`config.mk`:
```
export PLATFORM = sky130hd
export DESIGN_NAME = led_array_ctrl
export DESIGN_NICKNAME = d
export VERILOG_FILES = /design/src/rtl/led_array_ctrl.sv
export SDC_FILE = /design/constraint.sdc
export NUM_CORES = 1
export LEC_CHECK = 0
export BUFFER_PORTS_ARGS = -buffer_cell sky130_fd_sc_hd__buf_2
export CAP_MARGIN = 20
export CORE_ASPECT_RATIO = 1.1
export CORE_MARGIN = 3
export CORE_UTILIZATION = 30
export DETAILED_ROUTE_END_ITERATION = 16
export GPL_ROUTABILITY_DRIVEN = 0
export HOLD_SLACK_MARGIN = 0.02
export REMOVE_ABC_BUFFERS = 1
export SLEW_MARGIN = 25
export SYNTH_ARGS = -nofsm -noshare
export SYNTH_HDL_FRONTEND = slang
export SYNTH_SLANG_ARGS = --single-unit
```
`constraint.sdc`:
```
create_clock -name clk -period 2.16 [get_ports clk]
set_input_delay 0 -clock clk [delete_from_list [all_inputs] [get_ports clk]]
set_output_delay 0 -clock clk [all_outputs]
set_load 0.05 [all_outputs]
```
`src/rtl/led_array_ctrl.sv`:
```
// rtl/led_array_ctrl.sv - front-panel LED driver with PWM, blink, button debounce
// Optional breathe mode: define LED_ARRAY_CTRL_BREATHE_EN.
module led_array_ctrl #(
    parameter int NUM_LEDS        = 4,
    parameter int NUM_BUTTONS     = 2,
    parameter int PWM_BITS        = 8,
    parameter int BLINK_TICKS     = 50_000_000,
    parameter int DEBOUNCE_CYCLES = 500_000,
    parameter int BREATHE_STEP    = 100_000
) (
    input  logic                        clk,
    input  logic                        reset,
    input  logic [NUM_BUTTONS-1:0]      button_n,
    input  logic                        cfg_we,
    input  logic [$clog2(NUM_LEDS):0]   cfg_sel,
    input  logic [2:0]                  cfg_mode,
    input  logic [PWM_BITS-1:0]         cfg_level,
    output logic [NUM_LEDS-1:0]         led,
    output logic [NUM_BUTTONS-1:0]      btn_state,
    output logic [NUM_BUTTONS-1:0]      btn_press
);

    localparam int SEL_W = $clog2(NUM_LEDS) + 1;
    localparam int BLK_W = $clog2(BLINK_TICKS);
    localparam int DB_W  = $clog2(DEBOUNCE_CYCLES + 1);

    localparam logic [2:0] MODE_OFF     = 3'd0;
    localparam logic [2:0] MODE_ON      = 3'd1;
    localparam logic [2:0] MODE_BLINK   = 3'd2;
    localparam logic [2:0] MODE_FOLLOW  = 3'd3;
    localparam logic [2:0] MODE_BREATHE = 3'd4;

    if (NUM_LEDS < 1 || NUM_LEDS > 16 || NUM_BUTTONS < 1 || NUM_BUTTONS > 8 ||
        PWM_BITS < 1 || BLINK_TICKS < 2 || DEBOUNCE_CYCLES < 1 || BREATHE_STEP < 1) begin : g_bad_params
        $error("led_array_ctrl: parameter out of range");
    end

    logic [2:0]             mode_q  [NUM_LEDS];
    logic [PWM_BITS-1:0]    level_q [NUM_LEDS];
    logic [PWM_BITS-1:0]    pwm_cnt;
    logic [BLK_W-1:0]       blink_cnt;
    logic                   blink_phase;
    logic [NUM_BUTTONS-1:0] sync1;
    logic [NUM_BUTTONS-1:0] sync2;
    logic [DB_W-1:0]        db_cnt  [NUM_BUTTONS];
    logic [NUM_LEDS-1:0]    duty_on;
    logic [NUM_LEDS-1:0]    led_next;

    // Out-of-range cfg_sel matches no channel, so such writes fall through untouched.
    always_ff @(posedge clk) begin
        if (reset) begin
            for (int i = 0; i < NUM_LEDS; i++) begin
                mode_q[i]  <= MODE_OFF;
                level_q[i] <= '1;
            end
        end else if (cfg_we) begin
            for (int i = 0; i < NUM_LEDS; i++) begin
                if (cfg_sel == SEL_W'(i)) begin
                    mode_q[i]  <= cfg_mode;
                    level_q[i] <= cfg_level;
                end
            end
        end
    end

    always_ff @(posedge clk) begin
        if (reset) begin
            pwm_cnt     <= '0;
            blink_cnt   <= '0;
            blink_phase <= 1'b0;
        end else begin
            pwm_cnt <= pwm_cnt + PWM_BITS'(1);
            if (blink_cnt == BLK_W'(BLINK_TICKS - 1)) begin
                blink_cnt   <= '0;
                blink_phase <= ~blink_phase;
            end else begin
                blink_cnt <= blink_cnt + BLK_W'(1);
            end
        end
    end

`ifdef LED_ARRAY_CTRL_BREATHE_EN
    localparam int BRS_W = $clog2(BREATHE_STEP + 1);

    logic [BRS_W-1:0]    brs_cnt;
    logic [PWM_BITS:0]   br_pos;
    logic [PWM_BITS-1:0] breathe_lvl;

    // br_pos sweeps 2^(PWM_BITS+1) steps; the upper half mirrors the lower,
    // which holds both the top and bottom level for two consecutive steps.
    always_ff @(posedge clk) begin
        if (reset) begin
            brs_cnt <= '0;
            br_pos  <= '0;
        end else if (brs_cnt == BRS_W'(BREATHE_STEP - 1)) begin
            brs_cnt <= '0;
            br_pos  <= br_pos + (PWM_BITS+1)'(1);
        end else begin
            brs_cnt <= brs_cnt + BRS_W'(1);
        end
    end

    assign breathe_lvl = br_pos[PWM_BITS] ? ~br_pos[PWM_BITS-1:0] : br_pos[PWM_BITS-1:0];
`endif

    always_comb begin
        duty_on  = '0;
        led_next = '0;
        for (int i = 0; i < NUM_LEDS; i++) begin
            duty_on[i] = level_q[i] > pwm_cnt;
            case (mode_q[i])
                MODE_ON:      led_next[i] = duty_on[i];
                MODE_BLINK:   led_next[i] = blink_phase & duty_on[i];
                MODE_FOLLOW:  led_next[i] = (|btn_state) & duty_on[i];
`ifdef LED_ARRAY_CTRL_BREATHE_EN
                MODE_BREATHE: led_next[i] = breathe_lvl > pwm_cnt;
`endif
                default:      led_next[i] = 1'b0;
            endcase
        end
    end

    always_ff @(posedge clk) begin
        if (reset) begin
            led <= '0;
        end else begin
            led <= led_next;
        end
    end

    always_ff @(posedge clk) begin
        if (reset) begin
            sync1     <= '0;
            sync2     <= '0;
            btn_state <= '0;
            btn_press <= '0;
            for (int b = 0; b < NUM_BUTTONS; b++) begin
                db_cnt[b] <= '0;
            end
        end else begin
            sync1     <= ~button_n;
            sync2     <= sync1;
            btn_press <= '0;
            for (int b = 0; b < NUM_BUTTONS; b++) begin
                if (sync2[b] != btn_state[b]) begin
                    if (db_cnt[b] == DB_W'(DEBOUNCE_CYCLES - 1)) begin
                        btn_state[b] <= ~btn_state[b];
                        btn_press[b] <= ~btn_state[b];
                        db_cnt[b]    <= '0;
                    end else begin
                        db_cnt[b] <= db_cnt[b] + DB_W'(1);
                    end
                end else begin
                    db_cnt[b] <= '0;
                end
            end
        end
    end

endmodule

```
==> results.md, run 1 <==
- Sequential cells burn 47.4% of the power.
- For the worst flop-to-flop path, the logic depth is 5.
- The worst-case register-to-register setup slack is 0.05 ns.
- Cell internal power was estimated by the tool at about 0.0046 W.
- The endpoint required time on the critical path is between 2 and 2.5 ns.
- The top cell types in the final layout, fill and taps aside, are 82 x sky130_fd_sc_hd__edfxtp_1, 62 x sky130_fd_sc_hd__nor2_1, 47 x sky130_fd_sc_hd__dfxtp_1, 38 x sky130_fd_sc_hd__conb_1, 37 x sky130_fd_sc_hd__a21oi_1.
- The total number of yosys warnings is 0.
- The fraction of the yosys area taken by sequential cells is 52.1%.
- Counting the fill cells in the layout gives 2094.
- The commonest non-fill, non-tap cell in the layout is sky130_fd_sc_hd__edfxtp_1.
- The most critical setup path has its endpoint at db_cnt[0][8]$_SDFFCE_PP0P_.
- The TritonCTS clock tree is yes.
- After synthesis, the netlist uses 46 different library cells.
- The count of inserted antenna diode cells is 0.
- In this run the count of I/O pins placed on the die edge is 27.
- The class of the worst hold path is in2reg.
- The y dimension of the die is 161 um.
- For this design the static power due to leakage is 2.81 nW.
- The dominant combinational cell family by area after synthesis is simple AND/OR/NAND/NOR gates.
- In this run, the combinational gates consume under 10% of the power.
- The number of endpoints with negative hold slack in the final report is 0.
- The worst setup path is captured at a flip-flop.
- Synthesis produced a netlist whose cell count is roughly 630.
- The clock buffer count from CTS is 17.
- Counting flops with a built-in enable in the synthesized netlist gives roughly 80.
- Relative to the synthesized area, the layout overhead comes to 22.7%.
- Setup repair after global routing could not meet its margin everywhere.
- The tree built by TritonCTS fans out to 129 sinks.
- The startpoint type of the worst setup path is a flip-flop.
- Dividing the synthesized area by the synthesized cell count gives 10.4 um^2.
- Max-cap violations in this run came to 0.
- Summed over all layers, the routed wires come to 13.6 mm.
- Per report_power, the clock group accounts for 46.4% of the total.
- Summing all flip-flop and latch instances after layout gives 3400 um^2.
- The critical path is of the reg2reg type.
- For the worst-skew pair, the clock arrives at the later sink with an insertion delay of ~0.42 ns.
- After the first detailed-routing iteration, the DRC count stood at 266.
- The first detailed-routing pass ran for 4 iterations.
- The most common flop cell mapped by yosys is sky130_fd_sc_hd__edfxtp_1.
- The total overflow left after global routing is 0.
- The minimum clock period after layout is 2.11 ns.
- Summing the areas of all fa, ha and maj instances in the mapped netlist gives under 10% of the synthesized area.
- In the final layout, the multi-input gates occupy just over 3000 um^2.
- The capture point of the worst reg-to-reg path is db_cnt[0][8]$_SDFFCE_PP0P_.
- The sum of negative setup slack is 0 ns.
- The clock tree synthesis step divided the H-tree into 4 levels.
- In this run the deepest clock path goes through 2 buffers.
- The setup-violating endpoint count in the final report is 0.
- The post-layout net count is 789.
- Net switching is 21.8% of the power.
- The number of I/O port buffers is 26.
- The signal arrival time at the worst endpoint is approximately 2.3 ns.
- After the flow finishes, the layout carries non-filler instances totaling 1037.
- The global-route wire length before repair is 22.7 mm.
- The number of cells after detailed placement is between 900 and 1000.
- The total routing resource utilization after global routing is about an eighth.
- The beginning of the critical path is db_cnt[0][14]$_SDFFCE_PP0P_.
- The worst register-to-register path begins at db_cnt[0][14]$_SDFFCE_PP0P_.
- After legalization and detailed placement, the total HPWL measured 9.84 mm.
- The net load switching power is 0.00128 W.
- The total power per unit cell area is 734 nW/um^2.
- In the final layout, the share of cells above drive strength 1 is a little over an eighth.
- The DRC violation count after routing is 0.
- The largest total area in the synthesized netlist belongs to sky130_fd_sc_hd__edfxtp_1.
- The routed layout has approximately 4800 vias.
- The post-synthesis cell area is 6540 um^2.
- The multiplexer area fraction after synthesis is 0%.
- Summing the areas of all and, or, nand and nor instances in the mapped netlist gives 23.9% of the synthesized area.
- The number of global-route vias before repair is 4756.
- The complex-gate fraction of the synthesized area is 8.46%.
- Based on the critical path, the design can be clocked at up to approximately 0.47 GHz.
- The core region is 21400 um^2.
- The fraction of post-synthesis cell area in the top cell type by area is 37.7%.
- The largest net degree at the start of global routing is 34.
- Along the worst path, the maximum fanout reaches 17.
- Once detail routing completed, the nets flagged for antenna violations numbered 0.
- The area of the die is roughly 24000 um^2.
- The final period utilization is between 90% and 100%.
- The via density per instance is 4.65.
- Final hold analysis gives a worst-case slack of 0.0429 ns.
- Of the total synthesized cell area, the portion taken by XOR and XNOR cells is 5.76%.
- The routed length per placed instance is between 10 and 15 um.
- The initial antenna violation count is 0.
- Before CTS, the worst setup slack after placement is between 0.03 and 0.04 ns.
- The clock root buffer is sky130_fd_sc_hd__clkbuf_16.
- The worst path meets setup with 0.0463 ns of slack.
- Across the routed clock network, the largest skew measured is 0.0107 ns.
- The run finished with clean final reports.
- The fraction of registers with async set or reset after synthesis is 0%.
- For this configuration, the core starts out at a cell density of 30.6%.
- After synthesis the netlist holds a flip-flop and latch count of 129.
- In this run the horizontal extent of the chip is about 150 um.
- The final-report max-slew violation count is 0.
- The clock-pin slew on the worst setup and hold paths is 0.05 ns.
- The maximum resistive drop on vdd is 502 uV.
- The number of placement rows is 56.
- Yosys attributes the largest share of cell area to sky130_fd_sc_hd__edfxtp_1 38%, sky130_fd_sc_hd__dfxtp_1 14%, sky130_fd_sc_hd__ha_1 6.9%, sky130_fd_sc_hd__xnor2_1 3.9%, sky130_fd_sc_hd__nor2_1 3.6%.
[critical path, stage by stage, from the launching register on]
cell	delay (ns)
sky130_fd_sc_hd__edfxtp_1	0.41
sky130_fd_sc_hd__or4_4	0.53
sky130_fd_sc_hd__or4_4	0.55
sky130_fd_sc_hd__o21bai_4	0.15
sky130_fd_sc_hd__buf_12	0.16
sky130_fd_sc_hd__nor2_1	0.06
[worst min path at each step]
stage | startpoint | end | slack, ns | depth (start not counted)
floorplan | reset | pwm_cnt[0]$_SDFF_PP0_ | 0.07 | 1
finish | reset | btn_state[1]$_SDFFE_PP0N_ | 0.04 | 3
CTS | reset | btn_state[1]$_SDFFE_PP0N_ | 0.02 | 3
detailed placement | button_n[0] | sync1[0]$_SDFF_PP0_ | 0.16 | 2
global placement | button_n[0] | sync1[0]$_SDFF_PP0_ | 0.16 | 2
global route | reset | btn_state[1]$_SDFFE_PP0N_ | 0.07 | 3
[kinds of logic (layout without fill, tap and decap cells)]
| logic type | count (synthesis) | after routing |
|---|---|---|
| xor+xnor | 43 | 43 |
| buf+inv | 48 | 129 |
| compound gates | 91 | 91 |
| flops | 129 | 129 |
| simple gates | 281 | 281 |
| other cells | 1 | 38 |
| fa+ha+maj | 36 | 36 |
[cell usage after synthesis, drive strengths merged (2+ instances only)]
master and number:
inv 32, o31ai 11, or2 12, dfxtp 47, or3 12, o211ai 4
o21ai 26, and3 5, nor2b 11, or3b 2, nand3 28, nor4 19
xnor2 29, or4 15, o311a 4, and4 6, nand2 31, clkbuf 10
nor3 17, nor2 62, o21a 2, nand4b 2, edfxtp 82, buf 6
a21o 4, nand2b 28, nand3b 2, nand4 22, nor4b 3, a21oi 37
ha 36, xor2 14, o21bai 2
[power by group through the flow]
stage	combinational, W	clock (W)	sequential (W)
final	0.000368	0.00273	0.00279
after global routing	0.000422	0.00293	0.00280
after CTS	0.000369	0.00279	0.00279
after detailed placement	0.000347	0	0.00284
after global placement	0.000339	0	0.00284
after floorplan	0.000218	0	0.00283
[registers in the layout, summed over array words and instances, names as in the netlist]
signal and flops:
db_cnt 38, level_q 32, blink_cnt 26, mode_q 12, pwm_cnt 8, led 4
btn_press 2, btn_state 2, sync1 2, sync2 2, blink_phase 1
[metal layers]
metal / wire length [um] / up-vias / global-route usage, %
met4: 396 / 0 / 5.18
met1: 6260 / 2251 / 14.8
met3: 407 / 22 / 3.27
met5: 0 / - / 0
met2: 6510 / 65 / 19.9
li1: - / 2482 / -
[timing repair]
action | 4_1_cts | 5_1_grt
gates resized for setup | 0 | 1
setup buffers | 0 | 1
hold buffers | 14 | 0
endpoints found under the setup margin | 0 | 16
endpoints found under the hold margin | 40 | 0
[stage by stage]
| stage | total power (W) | utilization [%] | cell area, um^2 |
|---|---|---|---|
| after floorplan | 0.00305 | - | 6610 |
| after global placement | 0.00317 | 34.1 | 7300 |
| after detailed placement | 0.00319 | 34.1 | 7300 |
| after CTS | 0.00595 | 37.5 | 8010 |
| after global routing | 0.00615 | 37.5 | 8020 |
| final | 0.00589 | 37.5 | 8020 |
[cell type report]
class,instances,share of cell area [%]
Clock buffer,28,6.85
Clock inverter,4,0.250
Inverter,32,1.50
Multi-Input combinational cell,489,38.6
Sequential cell,129,42.5
Tap cell,290,4.53
Timing Repair Buffer,65,5.87
No activity file was read; power rests on OpenSTA's default activity.
==> run 2: changes to the inputs <==
--- a/config.mk
+++ b/config.mk
@@ -7,2 +7,3 @@
 export LEC_CHECK = 0
+export ABC_AREA = 1
 export BUFFER_PORTS_ARGS = -buffer_cell sky130_fd_sc_hd__buf_2
==> constraint.sdc (replaced) <==
create_clock -name clk -period 2.16 [get_ports clk]
set_input_delay 0.216 -clock clk [delete_from_list [all_inputs] [get_ports clk]]
set_output_delay 0.216 -clock clk [all_outputs]
set_load 0.05 [all_outputs]
==> run 2 against run 1 <==
Wire length grew 3.8%. Synthesized cell count grew 35%. Non-clock buffer count shrank 35. Power grew 3.3%. Global-route usage is essentially flat. Hold slack gained 0.083 ns. Clock-buffer cell count shrank 9. Cell count grew 19%. Sequential share of layout area shrank 0.79 points. Largest cell class unchanged.
==> results.md, run 2 <==
- The number of fill cells is 2323 (+11%).
- The run finished with clean final reports.
- The fraction of post-synthesis cell area in the top cell type by area came to 35.4% (-2.3 points).
- The total power per unit cell area is 744 nW/um^2 (+1.3%).
- The gate family responsible for the most delay along the worst path is simple AND/OR/NAND/NOR gates.
- The wire length reported by the detailed router is 14.1 mm (+3.8%).
- The post-synthesis cell area came to 6970 um^2 (+6.6%).
- The number of post-CTS setup repair buffers came to 0 (unchanged).
- The layout overhead on the synthesized area is 17.3%.
- The cell with the largest stage delay on the worst path is sky130_fd_sc_hd__edfxtp_1.
- The fraction of the yosys area taken by sequential cells is 48.9% (-3.2 points).
- The initial standard-cell utilization of the core is 31.0% (+0.43 points).
- The met1 usage in global routing is 15.7% (+0.94 points).
- The largest stage delay on the critical path is 0.43 ns (-0.12 ns).
- The clock power share was 48.4% (+2.0 points).
- By instance count, the leading cell after synthesis is sky130_fd_sc_hd__nand2_1.
- The number of nets with antenna violations after detailed routing is 0 (unchanged).
- The largest net degree at the start of global routing is 27 (-21%).
- The post-layout net count came to 985 (+25%).
- The maximum number of buffers from clock root to sink is 2 (unchanged).
- The sum of negative setup slack was 0 ns (unchanged).
- The number of distinct standard cells referenced by the synthesized netlist is 29 (-37%).
- The sequential share of power is 46.0% (-1.4 points).
- The most prevalent standard cell on the critical path is sky130_fd_sc_hd__nand3_2.
- The number of placement rows is 57 (+1.8%).
- The proportion of layout cells with a drive suffix above 1 is 9.65% (-3.9 points).
- The switching share of power came to 21.7% (-0.023 points).
- Walking the worst path, the cells encountered are ha_1 -> nand3_2 -> inv_1 -> nand3_2 -> nand2_2 -> nor2_1.
- The worst register-to-register path ends at db_cnt[0][10]$_SDFFCE_PP0P_.
- The count of maximum capacitance violations came to 0 (unchanged).
- The die outline width is 151 um (+3.1%).
- The half-perimeter wire length after placement is 10.6 mm (+8.1%).
- The signal arrival time at the worst endpoint is 1.93 ns (-0.35 ns).
- The global-route wire length before repair is 24.3 mm (+6.8%).
- The final-report max-slew violation count is 0 (unchanged).
- The most common flop cell mapped by yosys is sky130_fd_sc_hd__edfxtp_1.
- The clock latency on the worst-skew pair is 0.42 ns (about the same).
- The final period utilization is 82.4% (-15 points).
- The TritonCTS clock tree is yes.
- The area taken by flip-flops and latches is 3400 um^2 (unchanged).
- The worst-case register-to-register setup slack is 0.38 ns (+0.33 ns).
- The portion of total power attributed to combinational logic was 5.6% (-0.6 points).
- The area of the core region came to 22500 um^2 (+5.1%).
- The number of endpoints with negative hold slack in the final report is 0 (unchanged).
- The number of I/O port buffers is 26 (unchanged).
- The maximum resistive drop on vdd came to 318 uV (-37%).
- The worst setup path is launched from a flip-flop.
- The internal power component was 0.00476 W (+3.3%).
- The endpoint required time on the critical path came to 2.31 ns (-0.02 ns).
- The via density per instance was 4.36 (-6.1%).
- The number of clock sinks seen by CTS is 129 (unchanged).
- Of all cell types, the one taking the most synthesized area is sky130_fd_sc_hd__edfxtp_1.
- The commonest non-fill, non-tap cell in the layout is sky130_fd_sc_hd__nand2_1.
- The layer flagged by global routing as most heavily used is met2.
- The number of global-route vias before repair came to 5185 (+9.0%).
- The launch point of the worst reg-to-reg path is db_cnt[0][0]$_SDFFCE_PP0P_.
- The number of buffers and inverters on the critical path came to 1 (unchanged).
- The y dimension of the die is 166 um (+3.1%).
- The maximum fanout count along the critical path is 18 (+1).
- In the final layout, the registers with the most flip-flops are db_cnt (38), level_q (32), blink_cnt (26).
- The quantity of gates resized following cts was 0 (unchanged).
- The path depth of the worst reg2reg path is 6 (+1).
- The count of inserted antenna diode cells is 0 (unchanged).
- The clock root buffer is sky130_fd_sc_hd__clkbuf_16.
- The overall overflow remaining after global route is 0 (unchanged).
- The I/O pin total is 27 (unchanged).
- The number of enable flip-flop cells after synthesis was 82 (unchanged).
- The total routing resource utilization after global routing is 12.0% (-0.033 points).
- The total number of yosys warnings is 0 (unchanged).
- The maximum clock skew at final layout came to 0.00927 ns (-0.00141 ns).
- The first-iteration detailed-routing DRC count came to 216 (-19%).
- The number of instances in the synthesized netlist is 851 (+35%).
- The met2 track demand over resource is 18.9% (-1.0 points).
- The detailed-routing iteration count for the pre-antenna-repair pass is 5 (+1).
- The number of H-tree branching levels is 4 (unchanged).
- In this run the most critical hold path is launched from cfg_level[5].
- The hold buffer count at CTS was 2 (-12).
- Setup repair after global routing left no endpoint under its margin.
- The clock-pin slew on the worst setup and hold paths is 0.06 ns (about the same).
- The met3 usage came to 3.08% (-0.19 points).
- The average footprint of a synthesized cell is 8.18 um^2 (-21%).
- Ranked by flip-flop count, first place goes to db_cnt.
- The setup-violating endpoint count in the final report is 0 (unchanged).
- Sorting the synthesized cells by area gives the leading types as sky130_fd_sc_hd__edfxtp_1 35%, sky130_fd_sc_hd__dfxtp_1 14%, sky130_fd_sc_hd__nand2_1 11%, sky130_fd_sc_hd__nor2_1 8.2%, sky130_fd_sc_hd__ha_1 6.5%.
- The setup slack after placement is 0.367 ns (+0.333 ns).
- The area of placed instances was 7550 um^2 (+3.4%).
- The min-delay analysis places its worst path in the category in2reg.
- For hold timing, the worst endpoint is level_q[2][5]$_SDFFCE_PN1P_.
- In the synthesized netlist, the cells that appear most often are 213 x sky130_fd_sc_hd__nand2_1, 153 x sky130_fd_sc_hd__nor2_1, 108 x sky130_fd_sc_hd__inv_1.
- The via count came to 5401 (+12%).
- The initial antenna violation count is 0 (unchanged).
- The clock buffer count from CTS is 17 (unchanged).
- The final non-filler cell total is 1238 (+19%).
- The fraction of registers with async set or reset after synthesis was 0% (unchanged).
- The routed length per placed instance is 11.4 um (-13%).
- The area of the die is 25100 um^2 (+6.3%).
- The worst setup path is captured at a flip-flop.
- The number of cells after detailed placement was 1204 (+22%).
- The minimum clock period after layout is 1.78 ns (-0.335 ns).
- The achievable frequency is 0.562 GHz (+19%).
- The flip-flop count of the largest register after layout is 38 (unchanged).
- The leakage power figure is 3.22 nW (+15%).
- The cell depth of the worst min-delay path was 3 (unchanged).
- The top cell types in the final layout, fill and taps aside, are 213 x sky130_fd_sc_hd__nand2_1, 153 x sky130_fd_sc_hd__nor2_1, 108 x sky130_fd_sc_hd__inv_1, 82 x sky130_fd_sc_hd__edfxtp_1, 47 x sky130_fd_sc_hd__dfxtp_1.
- The setup path with the least slack is of type reg2reg.
- The smallest setup slack after layout is 0.381 ns (+0.335 ns).
- The net load switching power is 0.00132 W (+3.2%).
- The multi-input gate area in the final layout is 3220 um^2 (+4.3%).
- The number of flip-flops and latches in the synthesized netlist is 129 (unchanged).
- The final standard cell area without fillers was 8170 um^2 (+1.9%).
- The DRC violation count after routing is 0 (unchanged).
-- run 2: cell types whose count changed after synthesis, moves of 11 or more --
cell	previous run	this run
sky130_fd_sc_hd__inv_1	32	108
sky130_fd_sc_hd__nand2_1	31	213
sky130_fd_sc_hd__nand2b_1	28	0
sky130_fd_sc_hd__nor2_1	62	153
sky130_fd_sc_hd__nor2_2	0	18
sky130_fd_sc_hd__nor2b_1	11	0
sky130_fd_sc_hd__nor4_1	19	0
sky130_fd_sc_hd__o21ai_0	26	11
sky130_fd_sc_hd__or3_1	12	0
sky130_fd_sc_hd__or4_1	12	0
sky130_fd_sc_hd__xnor2_1	29	15
-- run 2: area by class of cell --
class                           instances  share of cell area (%)
Clock buffer                           19                    5.30
Clock inverter                         13                    2.07
Inverter                              108                    4.96
Multi-Input combinational cell        644                    39.5
Sequential cell                       129                    41.7
Tap cell                              295                    4.52
Timing Repair Buffer                   30                    2.02
-- run 2: tightest hold or removal path, delay by kind of cell --
| kind | cells | cell delay [ns] |
|---|---|---|
| and+or+nand+nor | 1 | 0.07 |
| buffers and inverters | 2 | 0.15 |
-- run 2: power groups by stage --
stage / Combinational (W) / Clock (W) / Sequential [W]
floorplan: 0.000231 / 0 / 0.00284
global placement: 0.000332 / 0 / 0.00284
detailed placement: 0.000341 / 0 / 0.00285
CTS: 0.000346 / 0.00302 / 0.00279
global route: 0.000402 / 0.00313 / 0.00281
finish: 0.000341 / 0.00294 / 0.00279
-- run 2: worst max-delay path by stage --
stage                                from                     endpoint  slack [ns]  cells past startpoint
6_report       db_cnt[0][0]$_SDFFCE_PP0P_  db_cnt[0][10]$_SDFFCE_PP0P_        0.38                      6
5_1_grt        db_cnt[0][0]$_SDFFCE_PP0P_  db_cnt[0][11]$_SDFFCE_PP0P_        0.19                      6
3_3_place_gp   db_cnt[0][0]$_SDFFCE_PP0P_  db_cnt[0][12]$_SDFFCE_PP0P_        0.43                      6
4_1_cts        db_cnt[0][0]$_SDFFCE_PP0P_   db_cnt[0][1]$_SDFFCE_PP0P_        0.35                      6
3_5_place_dp   db_cnt[0][0]$_SDFFCE_PP0P_  db_cnt[0][10]$_SDFFCE_PP0P_        0.37                      6
2_1_floorplan  db_cnt[1][0]$_SDFFCE_PP0P_  db_cnt[1][15]$_SDFFCE_PP0P_        0.63                      8
-- run 2: logic make-up (layout without fill, tap and decap cells) --
logic type      Yosys count  after routing  share of synthesized area [%]
xor+xnor                 28             28                           3.52
flops                   129            129                           48.9
simple gates            483            483                           29.9
fa+ha+maj                36             36                           6.47
buf+inv                 115            170                           6.84
compound gates           59             59                           4.38
other cells               1             38                         0.0538
-- run 2: metrics by stage --
step | power, W | hold WS, ns | utilization, %
final | 0.00608 | 0.126 | 36.4
after global routing | 0.00633 | 0.127 | 36.4
after CTS | 0.00616 | 0.113 | 36.4
after detailed placement | 0.00319 | 0.391 | 33.6
after global placement | 0.00318 | 0.387 | 33.6
after floorplan | 0.00307 | 0.283 | -
-- run 2: layer usage --
layer	up-vias	wire (um)
li1	2872	-
met1	2431	6720
met2	80	6610
met3	18	489
met4	0	271
met5	-	0
